<file path="config.mk">
export PLATFORM = sky130hd
export DESIGN_NAME = env_adsr
export DESIGN_NICKNAME = d
export VERILOG_FILES = /design/src/rtl/env_adsr_pkg.sv /design/src/rtl/env_adsr_gate_hyst.sv /design/src/rtl/env_adsr.sv
export SDC_FILE = /design/constraint.sdc
export NUM_CORES = 1
export LEC_CHECK = 0
export CELL_PAD_IN_SITES_DETAIL_PLACEMENT = 0
export CELL_PAD_IN_SITES_GLOBAL_PLACEMENT = 2
export CORE_MARGIN = 3
export CORE_UTILIZATION = 34
export DETAILED_ROUTE_END_ITERATION = 12
export GPL_TIMING_DRIVEN = 1
export HOLD_SLACK_MARGIN = 0.12
export PLACE_DENSITY_LB_ADDON = 0.05
export SLEW_MARGIN = 25
export SYNTH_ARGS = -nofsm -noshare
export SYNTH_HDL_FRONTEND = slang
export SYNTH_SLANG_ARGS = --single-unit
</file>
<file path="constraint.sdc">
create_clock -name clk -period 10.4 [get_ports clk]
set_clock_uncertainty 0.05 [all_clocks]
set_input_delay 1.56 -clock clk [delete_from_list [all_inputs] [get_ports clk]]
set_output_delay 1.56 -clock clk [all_outputs]
set_load 0.01 [all_outputs]
</file>
<file path="src/rtl/env_adsr_pkg.sv">
// Shared constants, state encoding and CV clamping helper for the ADSR envelope.
package env_adsr_pkg;

  localparam int unsigned W        = 16;
  localparam int unsigned FRAC     = 8;
  localparam int unsigned ACC_W    = W - 1 + FRAC;
  localparam int          GATE_HI  = 4000;
  localparam int          GATE_LO  = 2000;
  localparam int unsigned TRIG_LEN = 48;
  localparam int unsigned TRIG_W   = $clog2(TRIG_LEN + 1);

  localparam logic [W-1:0]   GATE_OUT_HI = W'((1 << (W - 2)) - 1);
  // Full-scale envelope, expressed in accumulator units (ACC_W+1 bits).
  localparam logic [ACC_W:0] ACC_MAX     = {1'b0, {(W - 1){1'b1}}, {FRAC{1'b0}}};

  typedef enum logic [2:0] {IDLE, ATTACK, DECAY, SUSTAIN, RELEASE} adsr_state_t;

  // Negative CVs clamp to zero; result is zero-extended to compare width.
  function automatic logic [ACC_W:0] clamp_pos(input logic [W-1:0] x);
    return x[W-1] ? '0 : {{(ACC_W + 1 - W){1'b0}}, x};
  endfunction

endpackage

</file>
<file path="src/rtl/env_adsr_gate_hyst.sv">
// Sample-clock synchroniser with tick generation and a hysteresis gate comparator.
module gate_hyst
  import env_adsr_pkg::*;
(
  input  logic                clk,
  input  logic                rst_n,
  input  logic                sample_clk,
  input  logic signed [W-1:0] sample_in,
  output logic                tick,
  output logic                gate,
  output logic                rise,
  output logic                fall
);

  logic r_sync1;
  logic r_sync2;
  logic r_sync3;
  logic r_gate;
  logic w_gate_nxt;

  // Two-flop synchroniser plus one delay stage for rising-edge detection.
  always_ff @(posedge clk or negedge rst_n) begin
    if (!rst_n) begin
      r_sync1 <= 1'b0;
      r_sync2 <= 1'b0;
      r_sync3 <= 1'b0;
    end else begin
      r_sync1 <= sample_clk;
      r_sync2 <= r_sync1;
      r_sync3 <= r_sync2;
    end
  end

  assign tick = r_sync2 & ~r_sync3;

  // Hysteresis: between the thresholds the previous gate state is held.
  always_comb begin
    w_gate_nxt = r_gate;
    if (sample_in > GATE_HI) begin
      w_gate_nxt = 1'b1;
    end else if (sample_in < GATE_LO) begin
      w_gate_nxt = 1'b0;
    end
  end

  // Gate state advances only on sample ticks.
  always_ff @(posedge clk or negedge rst_n) begin
    if (!rst_n) begin
      r_gate <= 1'b0;
    end else if (tick) begin
      r_gate <= w_gate_nxt;
    end
  end

  assign gate = r_gate;
  assign rise = tick & w_gate_nxt & ~r_gate;
  assign fall = tick & ~w_gate_nxt & r_gate;

endmodule

</file>
<file path="src/rtl/env_adsr.sv">
// ADSR envelope generator: per-tick FSM over a fractional accumulator with registered outputs.
module env_adsr
  import env_adsr_pkg::*;
(
  input  logic                clk,
  input  logic                rst_n,
  input  logic                sample_clk,
  input  logic signed [W-1:0] sample_in0,
  input  logic signed [W-1:0] sample_in1,
  input  logic signed [W-1:0] sample_in2,
  input  logic signed [W-1:0] sample_in3,
  output logic signed [W-1:0] sample_out0,
  output logic signed [W-1:0] sample_out1,
  output logic signed [W-1:0] sample_out2,
  output logic signed [W-1:0] sample_out3
);

  logic w_tick;
  logic w_gate;
  logic w_rise;
  logic w_fall;

  adsr_state_t       r_state;
  logic [ACC_W-1:0]  r_acc;
  logic [TRIG_W-1:0] r_trig;
  logic [W-1:0]      r_out0;
  logic [W-1:0]      r_out1;
  logic [W-1:0]      r_out2;
  logic [W-1:0]      r_out3;

  logic [ACC_W:0] w_acc_ext;
  logic [ACC_W:0] w_a_step;
  logic [ACC_W:0] w_r_step;
  logic [ACC_W:0] w_sus;
  logic [ACC_W:0] w_sum;
  logic [W-1:0]   w_env;

  gate_hyst u_gate_hyst (
    .clk        (clk),
    .rst_n      (rst_n),
    .sample_clk (sample_clk),
    .sample_in  (sample_in0),
    .tick       (w_tick),
    .gate       (w_gate),
    .rise       (w_rise),
    .fall       (w_fall)
  );

  // All arithmetic is one bit wider than the accumulator so nothing can wrap.
  assign w_acc_ext = {1'b0, r_acc};
  assign w_a_step  = clamp_pos(sample_in1) + 1'b1;
  assign w_r_step  = clamp_pos(sample_in2) + 1'b1;
  assign w_sus     = clamp_pos(sample_in3) << FRAC;
  assign w_sum     = w_acc_ext + w_a_step;
  assign w_env     = {1'b0, r_acc[ACC_W-1:FRAC]};

  // Envelope FSM (per tick) and output registers (every clk, so one clk behind state).
  always_ff @(posedge clk or negedge rst_n) begin
    if (!rst_n) begin
      r_state <= IDLE;
      r_acc   <= '0;
      r_trig  <= '0;
      r_out0  <= '0;
      r_out1  <= '0;
      r_out2  <= '0;
      r_out3  <= '0;
    end else begin
      r_out0 <= w_env;
      r_out1 <= w_gate ? GATE_OUT_HI : '0;
      r_out2 <= (r_trig != '0) ? GATE_OUT_HI : '0;
      r_out3 <= -w_env;
      if (w_tick) begin
        if (r_trig != '0) begin
          r_trig <= r_trig - 1'b1;
        end
        // Gate edges override level-driven moves; retrigger keeps the current level.
        if (w_rise) begin
          r_state <= ATTACK;
        end else if (w_fall && (r_state != IDLE)) begin
          r_state <= RELEASE;
        end else begin
          unique case (r_state)
            ATTACK: begin
              if (w_sum >= ACC_MAX) begin
                r_acc   <= ACC_MAX[ACC_W-1:0];
                r_state <= DECAY;
                r_trig  <= TRIG_W'(TRIG_LEN);
              end else begin
                r_acc <= w_sum[ACC_W-1:0];
              end
            end
            DECAY: begin
              if (w_acc_ext <= w_sus + w_r_step) begin
                r_acc   <= w_sus[ACC_W-1:0];
                r_state <= SUSTAIN;
              end else begin
                r_acc <= r_acc - w_r_step[ACC_W-1:0];
              end
            end
            SUSTAIN: r_acc <= w_sus[ACC_W-1:0];
            RELEASE: begin
              if (w_acc_ext <= w_r_step) begin
                r_acc   <= '0;
                r_state <= IDLE;
              end else begin
                r_acc <= r_acc - w_r_step[ACC_W-1:0];
              end
            end
            default: ;
          endcase
        end
      end
    end
  end

  assign sample_out0 = r_out0;
  assign sample_out1 = r_out1;
  assign sample_out2 = r_out2;
  assign sample_out3 = r_out3;

endmodule

</file>
==> reports/summary.txt <==
Post-synthesis mux area share - 0.604%
Hold WC Path Type - reg2reg
Ratio of cells with drive above 1 in the final layout - 5.48%
Hold_ws - 0.345 ns
Clock Sinks - 68
CP Buf/Inv Count - 4
Tmin final - 8.05 ns
Crit path from - sample_in2[15]
Via Count - 6533
Core area - 19600 um^2
Register bit total from synthesis - 68
Synth Area per Inst - 8.10 um^2
Row Count - 51
DRT Pass-1 Iters - 5
Worst setup SP type - input pin
Residual DRC - 0
DR WL/cell - 18.2 um
Dominant synthesized flop cell - dfrtp_1
Area leader, netlist - dfrtp_1
Post-synth top cells - dfrtp_1, nand2_1, nor2_1, ha_1, a21oi_1
Yosys warnings - 0
Vias in the first global route - 6284
Initial core utilization - 34.9%
Crit end category - register
DRT antenna net count - 0
Ys async rst share - 100%
Syn Inst Count - 844
CTS Buf Count - 9
Worst R2R Path Depth - 14
Area grow syn2layout - 23.4%
Iter 0 DRT Violations - 389
Final GP Congestion - 0.857
Fin. max-slew vios - 0
Lkg Pwr - 3.38 nW
HPWL after DPL - 17400 um
Initial antenna violation count - 0
Final worst slack - 2.35 ns
Crit path depth - 28
I/O Pins - 131
Crit path kind - in2reg
Port Buffers - 125
Post CTS Setup Buffer Count - 0
Final hold violations - 0
Clk Latency, worst-skew pair - 0.35 ns
Placed Cells - 1179
Final wirelength - 21800 um
Final Non-Filler Cells - 1196
CP max-delay cell - clkdlybuf4s50_1
Area of the die - 21800 um^2
CTS Root Cell - clkbuf_16
Fin Setup TNS - 0 ns
Worst Path Arrival - 8.29 ns
Hold_buf cts - 0
Fill count - 2000
Power per cell area - 243 nW/um^2
Post-Synth Adder-Cell Area - 10.4%
Worst slew pin tran - 0.802 ns
RSZ-0062 raised after global routing - false
Layout Nets - 1048
Clock-pin slew on the worst setup and hold paths - 0.07 ns
CP endpoint - r_state[0]$_DFFE_PN0P_
Peak Freq - 0.124 GHz
Final setup violation count - 0
CTS tree - built
Clk buf depth - 2
Synth Cell Area - 6840 um^2
Post-synth EDFFs - 0
Dpl ws - 2.16 ns
Count of different cell masters after synthesis - 76
Post-CTS Resized - 0
Largest cells by area after synthesis - dfrtp_1, ha_1, xnor2_1
Delay-heaviest family, CP - simple AND/OR/NAND/NOR gates
Reg-to-Reg Start - r_acc[0]$_DFFE_PN0P_
Simple-gate share of the synthesized area - 25.3%
Sequential area share after synthesis - 24.9%
XOR/XNOR share of the synthesized area - 9.33%
Maxcap violations - 0
CTS H-tree depth - 3
Die Wd - 148 um
Final Power - 2.05 mW
Tcrit/Tclk final - 77.4%
Largest net degree at the start of global routing - 69
Max VDD drop - 124 uV
GRT Util Overall - 19.7%
Flop2flop setup slack - 5.94 ns
Die height - 148 um
Worst-path fanout max - 21
Reg-to-reg endpoint - r_trig[0]$_DFFE_PN0P_
Slew Limit Headroom - 46.1%
First-pass GRT wire length - 34000 um
CP Data Required Time - 10.64 ns
Compound-Gate Fraction of Synth Area - 21.9%
Status - finished, final reports clean
Total grt overflow - 0
Critical Path Most Common Cell - nand3_1
Via density - 5.46
Max incr delay on CP - 0.67 ns
Largest family of logic cells by synthesized area - simple AND/OR/NAND/NOR gates
Ant diodes - 0
Top cell type's share of synthesized area - 24.9%
[per-layer routing]
| metal | vias up | global-route usage [%] | share of wire (%) |
|---|---|---|---|
| li1 | 3194 | - | - |
| met1 | 3108 | 25.7 | 45 |
| met2 | 201 | 33.9 | 49 |
| met3 | 30 | 3.13 | 4.7 |
| met4 | 0 | 4.99 | 1.8 |
| met5 | - | 0 | 0 |
[placed cells by master, fill, tap and decap left out, types with 4 or more instances in the layout]
master and instances:
clkdlybuf4s50_1 124, nand2_1 68, dfrtp_1 68, nor2_1 66
ha_1 53, a21oi_1 52, xnor2_1 51, nor2b_1 38
inv_1 37, o21ai_0 33, nand2b_1 28, nand3_1 26
nor3_1 21, xor2_1 20, a21o_1 17, a221oi_1 15
nand4_1 13, nor4_1 11, o31ai_1 10, a211oi_1 10
and3_1 9, clkbuf_16 9, a31oi_1 8, or2_2 7
o21a_1 7, o211ai_1 7, or4_1 6, o22ai_1 6
buf_4 6, a21boi_0 5, o2bb2ai_1 5, conb_1 5
or3_1 4, o21ai_1 4
[flip-flops by register name, indices dropped and copies added (netlist names)]
signal,count
r_acc,23
sample_out3,16
sample_out0,14
r_trig,6
r_state,3
sample_out1,1
sample_out2,1
u_gate_hyst.gate,1
u_gate_hyst.r_sync1,1
u_gate_hyst.r_sync2,1
u_gate_hyst.r_sync3,1
[worst register-to-register path, stage by stage, from the launching register on]
cell and delay [ns]:
dfrtp_1 0.36, inv_1 0.14, ha_1 0.19, inv_1 0.05, fa_1 0.43, a211oi_1 0.30, o21ai_0 0.19, nand2_1 0.19
a41oi_2 0.28, a31o_2 0.34, a2111o_1 0.36, or4_4 0.58, a21oi_1 0.51, o21ai_1 0.17, a21o_1 0.22
[kinds of logic (layout without fill, tap and decap cells)]
| logic type | Yosys count | count (layout) |
|---|---|---|
| AND/OR/NAND/NOR | 324 | 324 |
| AO/OA/AOI/OAI | 218 | 218 |
| buffers and inverters | 101 | 184 |
| XOR/XNOR | 72 | 72 |
| flip-flops | 68 | 68 |
| adder cells (fa/ha/maj) | 56 | 56 |
| multiplexers | 4 | 4 |
| other | 1 | 5 |
[stage by stage]
stage,instance area [um^2],util [%]
floorplan,6850,-
global placement,8100,41.3
detailed placement,8100,41.3
CTS,8410,42.9
global route,8430,43.1
finish,8430,43.1
[power breakdown]
group          internal, mW  switching (mW)
Sequential            0.367           0.153
Clock                 0.190           0.141
Combinational         0.546           0.649
Total                  1.10           0.943
[worst min path at each step]
stage / start / end / slack (ns) / cells after the start
after floorplan: u_gate_hyst.r_sync1$_DFF_PN0_ / u_gate_hyst.r_sync2$_DFF_PN0_ / 0.28 / 0
after global placement: u_gate_hyst.r_sync2$_DFF_PN0_ / u_gate_hyst.r_sync3$_DFF_PN0_ / 0.33 / 0
after detailed placement: u_gate_hyst.r_sync2$_DFF_PN0_ / u_gate_hyst.r_sync3$_DFF_PN0_ / 0.33 / 0
after CTS: u_gate_hyst.r_sync2$_DFF_PN0_ / u_gate_hyst.r_sync3$_DFF_PN0_ / 0.35 / 0
after global routing: u_gate_hyst.r_sync2$_DFF_PN0_ / u_gate_hyst.r_sync3$_DFF_PN0_ / 0.37 / 0
final: u_gate_hyst.r_sync2$_DFF_PN0_ / u_gate_hyst.r_sync3$_DFF_PN0_ / 0.35 / 0
[layout make-up]
type | count | area [um^2] | share of cell area, %
well taps | 265 | 332 | 3.93
inverters | 37 | 139 | 1.65
clock buffers | 9 | 225 | 2.67
flip-flops and latches | 68 | 1700 | 20.2
clock inverters | 7 | 82.6 | 0.979
multi-input cells | 679 | 4640 | 55.0
repair buffers | 131 | 1310 | 15.6
No activity file was read; power rests on OpenSTA's default activity.
